## src/rtl/cpu_seq_pkg.sv

```systemverilog
// Shared types and defaults for the 6502 sequencer slice.
// Imported by cpu_sequencer and cpu_watchdog.
package cpu_seq_pkg;

  typedef enum logic [1:0] {
    HOLD = 2'd0,
    RUN  = 2'd1,
    DMA  = 2'd2
  } seq_state_t;

  localparam int CE_DIV_DEF      = 4;
  localparam int IRQ_BIT_DEF     = 5;
  localparam int WDOG_FRAMES_DEF = 8;
  localparam int RST_CYCLES_DEF  = 16;
  localparam int LC_W            = 8;

endpackage

```

## src/rtl/cpu_watchdog.sv

```systemverilog
// Frame-based watchdog: counts unkicked frames and fires
// a one-clk pulse when the budget runs out.
module cpu_watchdog
  import cpu_seq_pkg::*;
#(
  parameter int WDOG_FRAMES = WDOG_FRAMES_DEF
) (
  input  logic clk,
  input  logic reset,
  input  logic frame_start,
  input  logic wdog_kick,
  input  logic en,
  output logic fire,
  output logic wdog_fired
);

  localparam int WW = $clog2(WDOG_FRAMES + 1);
  localparam logic [WW-1:0] WLAST = WW'(WDOG_FRAMES - 1);

  logic [WW-1:0] wcnt;

  // A kick in the same cycle as frame_start always wins.
  assign fire = en && frame_start && !wdog_kick
             && (wcnt == WLAST);

  always_ff @(posedge clk or posedge reset) begin
    if (reset) begin
      wcnt       <= '0;
      wdog_fired <= 1'b0;
    end else begin
      wdog_fired <= fire;
      if (wdog_kick || fire) begin
        wcnt <= '0;
      end else if (en && frame_start) begin
        wcnt <= wcnt + WW'(1);
      end
    end
  end

endmodule

```

## src/rtl/cpu_sequencer.sv

```systemverilog
// CPU sequencer: clock enable, IRQ timebase, DMA bus
// arbitration and CPU reset with watchdog recovery.
module cpu_sequencer
  import cpu_seq_pkg::*;
#(
  parameter int CE_DIV      = CE_DIV_DEF,
  parameter int IRQ_BIT     = IRQ_BIT_DEF,
  parameter int WDOG_FRAMES = WDOG_FRAMES_DEF,
  parameter int RST_CYCLES  = RST_CYCLES_DEF
) (
  input  logic clk,
  input  logic reset,
  input  logic line_strobe,
  input  logic frame_start,
  input  logic wdog_kick,
  input  logic dma_req,
  output logic ce2H,
  output logic IRQCLK,
  output logic dma_gnt,
  output logic cpu_reset_n,
  output logic wdog_fired
);

  localparam int CW = $clog2(CE_DIV);
  localparam int RW = $clog2(RST_CYCLES + 1);
  localparam logic [CW-1:0] CLAST = CW'(CE_DIV - 1);
  localparam logic [RW-1:0] RLAST = RW'(RST_CYCLES - 1);

  seq_state_t      state;
  logic [CW-1:0]   cdiv;
  logic [CW-1:0]   cdiv_nxt;
  logic [RW-1:0]   rcnt;
  logic [LC_W-1:0] lc;
  logic            wd_fire;
  logic            wd_en;

  assign cdiv_nxt = (cdiv == CLAST) ? '0 : cdiv + CW'(1);
  assign wd_en    = (state != HOLD);

  cpu_watchdog #(
    .WDOG_FRAMES(WDOG_FRAMES)
  ) u_wdog (
    .clk        (clk),
    .reset      (reset),
    .frame_start(frame_start),
    .wdog_kick  (wdog_kick),
    .en         (wd_en),
    .fire       (wd_fire),
    .wdog_fired (wdog_fired)
  );

  // Line counter and IRQ timebase run regardless of CPU state.
  always_ff @(posedge clk or posedge reset) begin
    if (reset) begin
      lc     <= '0;
      IRQCLK <= 1'b0;
    end else begin
      IRQCLK <= lc[IRQ_BIT];
      if (frame_start) begin
        lc <= '0;
      end else if (line_strobe) begin
        lc <= lc + LC_W'(1);
      end
    end
  end

  always_ff @(posedge clk or posedge reset) begin
    if (reset) begin
      state       <= HOLD;
      cdiv        <= '0;
      rcnt        <= '0;
      ce2H        <= 1'b0;
      dma_gnt     <= 1'b0;
      cpu_reset_n <= 1'b0;
    end else if (wd_fire) begin
      state       <= HOLD;
      cdiv        <= '0;
      rcnt        <= '0;
      ce2H        <= 1'b0;
      dma_gnt     <= 1'b0;
      cpu_reset_n <= 1'b0;
    end else begin
      unique case (state)
        HOLD: begin
          cdiv    <= '0;
          ce2H    <= 1'b0;
          dma_gnt <= 1'b0;
          if (rcnt == RLAST) begin
            state       <= RUN;
            rcnt        <= '0;
            cpu_reset_n <= 1'b1;
          end else begin
            rcnt <= rcnt + RW'(1);
          end
        end
        RUN: begin
          cdiv <= cdiv_nxt;
          // Grant only after the current CPU step finishes.
          if (ce2H && dma_req) begin
            state   <= DMA;
            dma_gnt <= 1'b1;
            ce2H    <= 1'b0;
          end else begin
            ce2H <= (cdiv == CLAST);
          end
        end
        DMA: begin
          cdiv <= cdiv_nxt;
          if (!dma_req) begin
            state   <= RUN;
            dma_gnt <= 1'b0;
            ce2H    <= (cdiv == CLAST);
          end else begin
            dma_gnt <= 1'b1;
            ce2H    <= 1'b0;
          end
        end
        default: begin
          state   <= HOLD;
          cdiv    <= '0;
          rcnt    <= '0;
          ce2H    <= 1'b0;
          dma_gnt <= 1'b0;
        end
      endcase
    end
  end

endmodule

```

## config.mk

```make
export PLATFORM = sky130hd
export DESIGN_NAME = cpu_sequencer
export DESIGN_NICKNAME = d
export VERILOG_FILES = /design/src/rtl/cpu_seq_pkg.sv /design/src/rtl/cpu_watchdog.sv /design/src/rtl/cpu_sequencer.sv
export SDC_FILE = /design/constraint.sdc
export NUM_CORES = 1
export LEC_CHECK = 0
export ABC_AREA = 1
export BUFFER_PORTS_ARGS = -buffer_cell sky130_fd_sc_hd__buf_2
export CORE_AREA = 5 5 55 57
export CTS_CLUSTER_DIAMETER = 40
export DETAILED_ROUTE_END_ITERATION = 12
export DIE_AREA = 0 0 60 62
export PLACE_DENSITY = 0.76
export REMOVE_ABC_BUFFERS = 1
export SKIP_CTS_REPAIR_TIMING = 1
export SLEW_MARGIN = 20
export SYNTH_ARGS = -nofsm -noshare
export SYNTH_HDL_FRONTEND = slang
export SYNTH_SLANG_ARGS = --single-unit
```

## constraint.sdc

```tcl
create_clock -name clk -period 1.3 [get_ports clk]
set_clock_uncertainty 0.15 [all_clocks]
set_input_delay 0.26 -clock clk [delete_from_list [all_inputs] [get_ports clk]]
set_output_delay 0.26 -clock clk [all_outputs]
set_load 0.05 [all_outputs]
```

Word level (Yosys, flattened, before mapping)
Index checks and enable logic that the tools add are counted.
{"block": "totals", "ff_bits": 26, "input_bits": 6, "out_inout_bits": 5}
{"block": "classes", "add_sub_neg": 4, "n_eq_ne": 9, "muxes": 26, "reduce_logical": 15}
{"op": "8-bit 2-to-1 mux", "count": 2}
{"op": "2-bit 2-to-1 mux", "count": 7}
{"op": "5-bit 2-to-1 mux", "count": 2}
{"op": "5-bit one-hot mux with 2 select lines", "count": 1}
{"op": "2-bit nonzero test", "count": 5}
{"op": "1-bit 2-to-1 mux", "count": 9}
{"op": "3-bit by 2-bit inequality test with 1-bit output, second input constant", "count": 3}
{"op": "8-bit by 1-bit adder with 8-bit output, second input constant", "count": 1}
{"op": "4-bit 2-to-1 mux", "count": 2}
{"op": "2-bit one-hot mux with 3 select lines", "count": 1}
{"op": "5-bit by 1-bit adder with 5-bit output, second input constant", "count": 1}
{"op": "5-bit by 4-bit == test with 1-bit output, second input constant", "count": 1}
{"op": "4-bit by 1-bit adder with 4-bit output, second input constant", "count": 1}
{"op": "2-bit == test, second input constant", "count": 2}
{"op": "4-bit by 3-bit == test with 1-bit output, second input constant", "count": 1}
{"op": "1-bit logical AND", "count": 4}
{"op": "1-bit one-hot mux with 2 select lines", "count": 2}
{"op": "3-bit AND reduction", "count": 1}
{"op": "2-bit by 1-bit adder with 2-bit output, second input constant", "count": 1}
{"op": "2-bit by 1-bit == test with 1-bit output, second input constant", "count": 1}
{"op": "2-bit logical NOT", "count": 1}
{"op": "2-bit by 1-bit inequality test with 1-bit output, second input constant", "count": 1}
{"op": "2-bit AND reduction", "count": 1}
{"op": "2-bit OR reduction", "count": 1}
{"op": "other kinds (2)", "count": 2}

Logic depth before layout (Yosys ltp)
{"block": "depth", "word_depth": 6, "mapped_depth": 8, "mapped_depth_nobuf": 8}

Hierarchy
A second synthesis with hierarchy kept.
{"block": "unflattened", "cells_unflattened": 156, "area_unflattened_um2": 1267.5}
{"mod": "cpu_sequencer", "instances": 1, "cells_per_inst": 123, "area_per_inst_um2": 1006.0}
{"mod": "cpu_watchdog", "instances": 1, "cells_per_inst": 33, "area_per_inst_um2": 261.5}

Least setup slack after synthesis
OpenSTA, ideal clock, no wires.
{"block": "synth_path", "path_kind": "register -> register", "startpoint": "reg state[0]", "endpoint": "reg dma_gnt", "setup_ps": 124, "arrival_time_ps": 1163, "required_ps": 1026, "path_slack_ps": -137, "stages_incl_launch_ff": 8, "cell_sequence": "dfrtp_1 -> inv_1 -> ha_1 -> nor2_4 -> nand3_2 -> buf_6 -> nand4_1 -> o21ai_1"}
{"block": "synth_via", "elab_chain_len": 5}
{"element": "start: declaration", "line_no": "cpu_sequencer.sv:29", "text": "seq_state_t state;"}
{"element": "start signal: assignment", "line_no": "cpu_sequencer.sv:69", "text": "state <= HOLD;"}
{"element": "start signal: assignment", "line_no": "cpu_sequencer.sv:76", "text": "state <= HOLD;"}
{"element": "start signal: assignment", "line_no": "cpu_sequencer.sv:89", "text": "state <= RUN;"}
{"element": "2-bit nonzero test", "line_no": "cpu_sequencer.sv:38", "text": "assign wd_en = (state != HOLD);"}
{"element": "1-bit logical AND (2 in a row)", "line_no": "cpu_watchdog.sv:23", "text": "assign fire = en && frame_start && !wdog_kick"}
{"element": "1-bit logical AND", "line_no": "cpu_watchdog.sv:24", "text": "&& (wcnt == WLAST);"}
{"element": "3-bit by 2-bit inequality test with 1-bit output (no line) or 1-bit 2-to-1 mux (tied branches)"}
{"element": "end signal: assignment", "line_no": "cpu_sequencer.sv:73", "text": "dma_gnt <= 1'b0;"}
{"element": "end signal: assignment", "line_no": "cpu_sequencer.sv:80", "text": "dma_gnt <= 1'b0;"}
{"element": "end signal: assignment", "line_no": "cpu_sequencer.sv:87", "text": "dma_gnt <= 1'b0;"}
{"element": "end: declaration", "line_no": "cpu_sequencer.sv:19", "text": "output logic dma_gnt,"}
Several ways; a longest one is shown, not always the timed one.
A chain may end at the register's enable or synchronous reset.

Worst setup path in the final report
{"block": "layout_path", "startpoint": "reg state[0]", "endpoint": "reg rcnt[1]"}
{"block": "layout_via", "elab_chain_len": 5}
{"element": "branches (longest 5 deep; another with 5-bit one-hot mux with 2 select lines)"}
{"element": "end signal: assignment", "line_no": "cpu_sequencer.sv:93", "text": "rcnt <= rcnt + RW'(1);"}
{"element": "end: declaration", "line_no": "cpu_sequencer.sv:32", "text": "logic [RW-1:0] rcnt;"}
Several ways; the timed one is not identified.

==> results_dict.tcl <==
set metrics [dict create \
    grt_pass1_wl_mm 4.15 \
    worstSetupPathType "flop to flop" \
    gp_congestion 0.830 \
    ys_top_cells_by_area "dfrtp_1 (49%), nand2_1 (9.8%), ha_1 (7.2%)" \
    holdCritStartpoint "line_strobe" \
    hold-path-endpoint "lc[1]" \
    drive_gt1_share_pct 40.3 \
    via_per_inst 5.45 \
    insertion_delay_ns 0.32 \
    r2r_start "state[0]" \
    setup_viol 20 \
    wl_mm 2.97 \
    rsz0062_at_grt "true" \
    vias 1178 \
    multiInputGateArea_um2 684 \
    grt.total_usage_pct 15.0 \
    rows 18 \
    placed_area_mm2 0.00146 \
    clkTransAtPathRegs_ns 0.14 \
    use_met2_pct 26.5 \
    portBuffers 10 \
    clockRootBuffer "clkbuf_4" \
    synth_area_per_cell_um2 8.49 \
    synth_common_cells "nand2_1 (32), dfrtp_1 (24), inv_1 (15)" \
    layout.nets 200 \
    htreeDepth 1 \
    cts_made_buffers 3 \
    ys_ff_latch 24 \
    die_y_um 62 \
    syn_inst 144 \
    synth_top_area_share_pct 49.1 \
    ff2ff_setup_slack_ns -0.15 \
    dieWidth_um 60 \
    r2r-end "rcnt[1]" \
    routedWlPerCell_um 13.7 \
    min_period_ns 1.45 \
    fin_ws_ns -0.150 \
    start_util_pct 50.3 \
    grt.busiest_layer "met2" \
    overflow 0 \
    clockBufferDepth 2 \
    dieArea_mm2 0.00372 \
    ys_seq_area_share_pct 49.1 \
    grt_max_degree 25 \
    syn_area_mm2 0.00122 \
    stdcell_count 216 \
    ant_nets 0 \
    final_core_util_pct 71.3 \
    antenna_found_initial 0 \
    async_reset_ff_share_pct 100 \
    hold_violations 0 \
    grt_util_met1_pct 17.3 \
    reg2reg_depth 7 \
    violations "setup timing" \
    grt_util_met3_pct 3.10 \
    ys.flop_type "dfrtp_1" \
    io_pins 11 \
    ys_types 21 \
    cts_tree "yes" \
    crit_start "state[0]" \
    post-route-cell-area_mm2 0.00173 \
    tightest_slew_ns 0.325 \
    dp_hpwl_mm 1.86 \
    max_freq_ghz 0.689 \
    dp_cells 205 \
    grt_pass1_vias 1033 \
    max_slew_margin_pct 78.3 \
    ir_drop_v 0.00164 \
    area_delta_synth_final_pct 41.9 \
    cp_data_required_time_ns 1.37 \
    power_density_mw_per_mm2 1710 \
    whs_path_depth 3 \
    synth_edf_count 0 \
    synth-warning-count 0 \
    n_antenna_cell 0 \
    cts.sinks 24 \
    synth.most_common_cell "nand2_1" \
    core_region_area_mm2 0.00243 \
    synth_area_leader_cell "dfrtp_1" \
    dr.pass1.iters 4 \
    slew_viol_final 0 \
    layout_worst_path_cycle_share_pct 112 \
    drc 0 \
    drv_cap 0 \
    status "finished, violations left" \
    worstPathArrival_ns 1.53 \
    hp-class "input pin to flop" \
    worst_setup_path_end_kind "flop" \
    cp-start-kind "flop" \
    sequential_cell_area_um2 601 \
    power.leakage_nw 0.869 \
    drtIter0Drc 49 \
    fillCellCount 169 \
    path_max_fanout 5 \
]
## sequential cells by signal, summed over array words and instances, names as in the netlist
register           cells
ce2H                   1
dma_gnt                1
rcnt                   5
u_wdog.wdog_fired      1
cpu_reset_n            1
IRQCLK                 1
lc                     6
state                  2
u_wdog.wcnt            4
cdiv                   2
## placed cells by master, fill, tap and decap left out, drive strengths merged
cell and instances:
nand4 8, nand3b 1, nand2 34, dfrtp 24, a21oi 5, nand3 15
nor3 3, inv 18, a21boi 1, and3 1, buf 37, ha 7
clkbuf 4, o21ai 10, xnor2 2, nor2 15, dlygate4sd3 1
## critical path, stage by stage (launching register included)
cell and delay [ns]:
dfrtp_1 0.42, inv_2 0.07, ha_4 0.17, nor2_4 0.13
nand3_4 0.13, buf_4 0.17, nand3_1 0.06, nand2_1 0.05
## kinds of logic after synthesis
group,after synthesis,synth area share (%)
flip-flops,24,49.1
buffers and inverters,19,6.45
adder cells (fa/ha/maj),7,7.16
XOR/XNOR,2,1.43
AND/OR/NAND/NOR,76,29.1
AO/OA/AOI/OAI,16,6.75
## routing by layer
metal  part of all wire, %  vias up
met5                     0        -
met4                   1.0        0
met3                   4.6        4
met2                    52       31
met1                    42      579
li1                      -      564
## cell type report
class / count / share of cell area [%]
clock buffers: 4 / 2.09
inverters: 18 / 4.04
multi-input cells: 102 / 39.5
flip-flops and latches: 24 / 34.6
well taps: 30 / 2.16
repair buffers: 38 / 17.6
## how the worst max path moves through the flow
stage / end / slack [ns] / cells past startpoint
detailed placement: rcnt[4] / -0.31 / 6
CTS: rcnt[0] / -0.32 / 7
global route: rcnt[3] / -0.26 / 7
finish: rcnt[1] / -0.15 / 7
global placement: rcnt[4] / -0.23 / 6
floorplan: rcnt[4] / -0.23 / 6
## stage by stage
stage	total power, mW	hold WS (ns)	worst slack [ns]	TNS [ns]
after CTS	2.52	-0.177	-0.324	-4.67
after detailed placement	2.11	0.176	-0.309	-4.06
after global routing	3.18	0.0831	-0.256	-3.53
after global placement	2.07	0.164	-0.226	-2.86
final	2.97	0.0838	-0.150	-1.79
after floorplan	1.59	0.125	-0.229	-2.72
## power breakdown
part | leakage [nW] | total, mW | internal (mW) | switching (mW)
clock network | 0.0210 | 0.405 | 0.171 | 0.234
registers | 0.320 | 0.946 | 0.867 | 0.0793
logic | 0.527 | 1.62 | 0.789 | 0.829
Note: power is estimated with default switching activity, not from simulation.
